--- src/rtl/muldiv_unit.sv ---
// Multi-cycle multiply/divide sequencer holding the architectural HI/LO registers.
// Radix-2 shift-add multiply and restoring divide on operand magnitudes, with the
// sign correction applied in a final FIX cycle.
module muldiv_unit #(
    parameter int unsigned WIDTH = 32
) (
    input  logic             clk,
    input  logic             rst_n,
    input  logic             start,
    input  logic [5:0]       func_code,
    input  logic [WIDTH-1:0] a,
    input  logic [WIDTH-1:0] b,
    input  logic             flush,
    output logic             busy,
    output logic             done,
    output logic             div_by_zero,
    output logic [WIDTH-1:0] hi,
    output logic [WIDTH-1:0] lo
);

    localparam logic [5:0] FnMult  = 6'b011000;
    localparam logic [5:0] FnMultu = 6'b011001;
    localparam logic [5:0] FnDiv   = 6'b011010;
    localparam logic [5:0] FnDivu  = 6'b011011;
    localparam logic [5:0] FnMthi  = 6'b010001;
    localparam logic [5:0] FnMtlo  = 6'b010011;

    localparam int unsigned CntW = $clog2(WIDTH);

    typedef enum logic [1:0] {StIdle, StCalc, StFix, StDivZero} state_e;

    state_e               state_q, state_d;
    logic [CntW-1:0]      cnt_q, cnt_d;
    // Multiply: {partial product, multiplier}; divide: {remainder, dividend/quotient}.
    logic [2*WIDTH-1:0]   acc_q, acc_d;
    // Multiplicand magnitude for multiply, divisor magnitude for divide.
    logic [WIDTH-1:0]     opa_q, opa_d;
    logic                 is_div_q, is_div_d;
    logic                 neg_q, neg_d;
    logic                 rem_neg_q, rem_neg_d;
    logic                 busy_q, busy_d;
    logic                 done_q, done_d;
    logic                 dz_q, dz_d;
    logic [WIDTH-1:0]     hi_q, hi_d;
    logic [WIDTH-1:0]     lo_q, lo_d;

    // Operation decode and operand magnitudes.
    logic                 is_mul_op, is_div_op, is_signed_op;
    logic [WIDTH-1:0]     a_mag, b_mag;

    assign is_mul_op    = (func_code == FnMult) || (func_code == FnMultu);
    assign is_div_op    = (func_code == FnDiv) || (func_code == FnDivu);
    assign is_signed_op = (func_code == FnMult) || (func_code == FnDiv);
    assign a_mag        = (is_signed_op && a[WIDTH-1]) ? (~a + 1'b1) : a;
    assign b_mag        = (is_signed_op && b[WIDTH-1]) ? (~b + 1'b1) : b;

    // One shift-add step: conditionally add multiplicand to the upper half, then shift right.
    logic [WIDTH:0]       mul_sum;
    logic [2*WIDTH-1:0]   mul_next;

    assign mul_sum  = {1'b0, acc_q[2*WIDTH-1:WIDTH]} + {1'b0, (acc_q[0] ? opa_q : {WIDTH{1'b0}})};
    assign mul_next = {mul_sum, acc_q[WIDTH-1:1]};

    // One restoring-divide step: shift in the next dividend bit, trial-subtract the divisor.
    logic [WIDTH:0]       rem_sh;
    logic [WIDTH:0]       rem_diff;
    logic [2*WIDTH-1:0]   div_next;

    assign rem_sh   = acc_q[2*WIDTH-1:WIDTH-1];
    assign rem_diff = rem_sh - {1'b0, opa_q};
    assign div_next = rem_diff[WIDTH] ? {rem_sh[WIDTH-1:0], acc_q[WIDTH-2:0], 1'b0}
                                      : {rem_diff[WIDTH-1:0], acc_q[WIDTH-2:0], 1'b1};

    // Sign-corrected results written in FIX.
    logic [2*WIDTH-1:0]   prod_fix;
    logic [WIDTH-1:0]     quo_fix, rem_fix;

    assign prod_fix = neg_q ? (~acc_q + 1'b1) : acc_q;
    assign quo_fix  = neg_q ? (~acc_q[WIDTH-1:0] + 1'b1) : acc_q[WIDTH-1:0];
    assign rem_fix  = rem_neg_q ? (~acc_q[2*WIDTH-1:WIDTH] + 1'b1) : acc_q[2*WIDTH-1:WIDTH];

    // Next-state, datapath and registered-output logic.
    always_comb begin
        state_d   = state_q;
        cnt_d     = cnt_q;
        acc_d     = acc_q;
        opa_d     = opa_q;
        is_div_d  = is_div_q;
        neg_d     = neg_q;
        rem_neg_d = rem_neg_q;
        busy_d    = 1'b0;
        done_d    = 1'b0;
        dz_d      = dz_q;
        hi_d      = hi_q;
        lo_d      = lo_q;

        if (flush) begin
            // Abandon whatever is in flight; a same-cycle start is dropped too.
            state_d = StIdle;
        end else begin
            unique case (state_q)
                StIdle: begin
                    if (start) begin
                        if (is_mul_op || is_div_op) begin
                            dz_d      = 1'b0;
                            busy_d    = 1'b1;
                            is_div_d  = is_div_op;
                            neg_d     = is_signed_op & (a[WIDTH-1] ^ b[WIDTH-1]);
                            rem_neg_d = is_signed_op & a[WIDTH-1];
                            if (is_div_op) begin
                                opa_d = b_mag;
                                acc_d = {{WIDTH{1'b0}}, a_mag};
                            end else begin
                                opa_d = a_mag;
                                acc_d = {{WIDTH{1'b0}}, b_mag};
                            end
                            if (is_div_op && (b == '0)) begin
                                state_d = StDivZero;
                            end else begin
                                state_d = StCalc;
                                cnt_d   = CntW'(WIDTH - 1);
                            end
                        end else if (func_code == FnMthi) begin
                            hi_d = a;
                        end else if (func_code == FnMtlo) begin
                            lo_d = a;
                        end
                    end
                end
                StCalc: begin
                    busy_d = 1'b1;
                    acc_d  = is_div_q ? div_next : mul_next;
                    if (cnt_q == '0) begin
                        state_d = StFix;
                    end else begin
                        cnt_d = cnt_q - 1'b1;
                    end
                end
                StFix: begin
                    done_d  = 1'b1;
                    state_d = StIdle;
                    if (is_div_q) begin
                        hi_d = rem_fix;
                        lo_d = quo_fix;
                    end else begin
                        hi_d = prod_fix[2*WIDTH-1:WIDTH];
                        lo_d = prod_fix[WIDTH-1:0];
                    end
                end
                StDivZero: begin
                    done_d  = 1'b1;
                    dz_d    = 1'b1;
                    state_d = StIdle;
                end
                default: state_d = StIdle;
            endcase
        end
    end

    // State and output registers.
    always_ff @(posedge clk or negedge rst_n) begin
        if (!rst_n) begin
            state_q   <= StIdle;
            cnt_q     <= '0;
            acc_q     <= '0;
            opa_q     <= '0;
            is_div_q  <= 1'b0;
            neg_q     <= 1'b0;
            rem_neg_q <= 1'b0;
            busy_q    <= 1'b0;
            done_q    <= 1'b0;
            dz_q      <= 1'b0;
            hi_q      <= '0;
            lo_q      <= '0;
        end else begin
            state_q   <= state_d;
            cnt_q     <= cnt_d;
            acc_q     <= acc_d;
            opa_q     <= opa_d;
            is_div_q  <= is_div_d;
            neg_q     <= neg_d;
            rem_neg_q <= rem_neg_d;
            busy_q    <= busy_d;
            done_q    <= done_d;
            dz_q      <= dz_d;
            hi_q      <= hi_d;
            lo_q      <= lo_d;
        end
    end

    assign busy        = busy_q;
    assign done        = done_q;
    assign div_by_zero = dz_q;
    assign hi          = hi_q;
    assign lo          = lo_q;

endmodule

--- config.mk ---
export PLATFORM = sky130hd
export DESIGN_NAME = muldiv_unit
export DESIGN_NICKNAME = d
export VERILOG_FILES = /design/src/rtl/muldiv_unit.sv
export SDC_FILE = /design/constraint.sdc
export NUM_CORES = 1
export LEC_CHECK = 0
export BUFFER_PORTS_ARGS = -buffer_cell sky130_fd_sc_hd__buf_4
export CORE_MARGIN = 4
export CORE_UTILIZATION = 50
export CTS_BUF_LIST = sky130_fd_sc_hd__clkbuf_8
export CTS_CLUSTER_DIAMETER = 200
export DETAILED_ROUTE_END_ITERATION = 8
export GPL_TIMING_DRIVEN = 0
export PLACE_DENSITY_LB_ADDON = 0.05
export SKIP_CTS_REPAIR_TIMING = 1
export SKIP_LAST_GASP = 1
export SLEW_MARGIN = 10
export SYNTH_ARGS = -nofsm -noshare
export SYNTH_HDL_FRONTEND = slang
export SYNTH_SLANG_ARGS = --single-unit
--- constraint.sdc ---
create_clock -name clk -period 6.7 [get_ports clk]
set_input_delay 2.01 -clock clk [delete_from_list [all_inputs] [get_ports clk]]
set_output_delay 2.01 -clock clk [all_outputs]
set_load 0.01 [all_outputs]
==> out/metrics.yaml <==
power:
  pwr-share-clk_pct: 11.5
  seqPwrFrac_pct: 28.4
  pwr_density_cell_mw_per_mm2: 404.1
  switching_share_pct: 51.34
  p_int_uw: 3357
  finalPower_uw: 6900
  peakVddDrop_mv: 0.2191
  p_leak_uw: 0.007684
  p_comb_share_pct: 60.1
  netSwitchingPower_uw: 3542
placed_design:
  port_buffers: 139
  place.gp.congestion: 1.023
  dp_hpwl_um: 50570
synth:
  yosysTopAreaCell: "dfrtp_1"
  async_flop_share_pct: 100.0
  yosysMostFrequentCell: "nand2_1"
  postSynthCellCount: 1918
  synth_area_mm2: 0.01511
  ys.flop_type: "dfrtp_1"
  synth.area.top_cells: "dfrtp_1 (29%), o21ai_0 (6.9%), ha_1 (6.2%)"
  synthTopCellsByCount: "nand2_1 (239), o21ai_0 (207), dfrtp_1 (173)"
  synth_cell_types: 70
  synth_nets: 2069
  yosysWarningCount: 0
  seq_area_frac_synth_pct: 28.66
  ys_ff_latch: 173
  syn_area_per_cell_um2: 7.876
  yosysTopAreaCellShare_pct: 28.66
  synth_enable_flop_cells: 0
routing:
  drc: 0
  vias_per_cell: 6.504
  ant_nets: 0
  drt-initial-drc-count: 2054
  wl_um: 62900
  wire_per_inst_um: 25.36
  vias: 16131
  drtPass1Iterations: 6
floorplanning:
  io_pins: 141
  fp.coreArea_mm2: 0.02972
  die_area_mm2: 0.03306
  start_util_pct: 50.84
  die_y_um: 181.8
  fp.dieW_um: 181.8
  rows: 63
worst_setup_path:
  r2r_end: "acc_q[62]"
  crit_slowest_cell: "or4b_2"
  crit_arrival_ns: 5.07
  r2r_start: "acc_q[0]"
  r2r_cells: 13
  path_cells: "buf_4, or4_1, or4b_2, clkbuf_1, nor3b_1, a21o_1, o21a_1, nand2_1, xor2_1, a221oi_1, o21ai_0"
  end_kind: "flop"
  cp_top_family: "simple AND/OR/NAND/NOR gates"
  criticalPathCategory: "input pin to flop"
  worst-path-max-fanout: 6
  start_kind: "input pin"
  crit_required_ns: 7.10
  r2r_slack_ns: 2.20
  critPathMaxStageDelay_ns: 0.63
  cp_num_buf_inv: 2
timing:
  fin_crit_sh_pct: 69.65
  tns_ns: 0
  final_max_slew_viol_count: 0
  fin_worst_skew_ns: 0.02149
  relSlewSlack_pct: 13.08
  hold_slack_ns: 0.4909
  max_freq_mhz: 214.3
  setup_viol_count_final: 0
  period_minus_slack_ns: 4.667
  worstMarginPinSlew_ns: 1.294
  rsz0062_at_grt: "false"
  hold_viol: 0
clocking:
  cts_root_buf: "clkbuf_8"
  htree_levels: 4
  clock-sinks: 173
  cts_tree: "done"
  clockBufferDepth: 2
  clk_latency_ns: 0.52
  clk_pin_slew_ns: 0.12
  numCtsBuffers: 17
final_layout:
  diodes: 0
  drive_above_1_share_pct: 10.91
  syn_to_final_growth_pct: 13.02
  nNetsFinal: 2228
grt:
  antenna_found_initial: 2
  grt_pass1_vias: 14934
  grt_overflow: 0
  grt_pass1_wl_um: 93120
  grt_use_total_pct: 36.77
  grt_max_degree: 98
hold_path:
  holdCritStartpoint: "lo[23]"
  hp-class: "flop to flop"
  min_to: "lo[23]"
  holdPathStages: 1
outcome:
  status: "finished, final reports clean"
run:
  cap_violations: 0
## kinds of logic (layout without fill, tap and decap cells)
kind of cell	count (synthesis)	count (layout)	share of synthesized area, %
AND/OR/NAND/NOR	613	613	18.92
adder cells (fa/ha/maj)	77	77	6.477
XOR/XNOR	180	180	10.44
flip-flops	173	173	28.66
multiplexers	80	80	5.549
AO/OA/AOI/OAI	619	619	25.48
buffers and inverters	176	348	4.489
## power by group through the flow
stage / Combinational [uW] / Sequential (uW) / Clock (uW)
2_1_floorplan: 2630 / 1840 / 0
3_3_place_gp: 4010 / 1940 / 0
3_5_place_dp: 4040 / 1950 / 0
4_1_cts: 4060 / 1930 / 789
5_1_grt: 4510 / 2000 / 834
6_report: 4150 / 1960 / 791
## cells in the final DEF (no fill, tap or decap), types with 6 or more instances in the layout
cell,count
o21bai_1,6
or2_2,6
nand2b_1,21
mux2_2,30
a221oi_1,13
a21oi_1,145
dfrtp_1,173
nor2b_1,21
mux2i_1,50
nor4_1,19
or3_1,28
xnor2_1,84
a21o_1,49
nor2_1,148
nand2_1,239
a31oi_1,26
inv_1,67
buf_1,8
inv_8,6
o31ai_1,28
xor2_1,96
clkbuf_1,94
a211oi_1,37
clkbuf_8,19
buf_4,138
and2_1,10
o221ai_1,17
nor3_1,37
o211ai_1,10
o21a_1,6
o41ai_1,14
nand3_1,28
or4_1,13
a22oi_1,22
o21ai_0,207
and3_1,15
ha_1,75
## registers in the layout, indices dropped and copies added, names as in the netlist, 2 cells and up
name,flops
state_q,2
acc_q,64
cnt_q,5
hi,32
opa_q,32
lo,32
## worst max path at each step
stage	from	to	slack [ns]	cells past startpoint
2_1_floorplan	a[5]	acc_q[30]	2.11	10
3_3_place_gp	a[5]	acc_q[30]	1.50	11
3_5_place_dp	a[5]	acc_q[30]	1.53	11
4_1_cts	a[5]	acc_q[30]	2.10	11
5_1_grt	a[5]	acc_q[30]	1.88	11
6_report	a[5]	acc_q[30]	2.03	11
## per-layer routing
layer	routed length (um)	vias up	GRT usage, %
li1	-	7235	-
met1	26730	7743	52.38
met2	26480	990	53.81
met3	6900	159	8.474
met4	2764	4	15.04
met5	23	-	0
## per-stage QoR
stage | area, um2 | instances | util, % | setup slack (ns)
2_1_floorplan | 15110 | 1918 | - | 2.108
3_3_place_gp | 16640 | 2447 | 55.99 | 1.503
3_5_place_dp | 16670 | 2448 | 56.11 | 1.533
4_1_cts | 17070 | 2480 | 57.45 | 2.105
5_1_grt | 17070 | 2480 | 57.45 | 1.884
6_report | 17070 | 2480 | 57.45 | 2.033
## area by class of cell
cell class / instances / area, um2
Tap cell: 390 / 488.0
Inverter: 67 / 251.5
Clock buffer: 19 / 261.5
Buffer: 109 / 426.7
Fill cell: 2858 / 12640
Multi-Input combinational cell: 1569 / 10100
Sequential cell: 173 / 4329
Clock inverter: 13 / 138.9
Timing Repair Buffer: 140 / 1079
No activity file was read; power rests on OpenSTA's default activity.
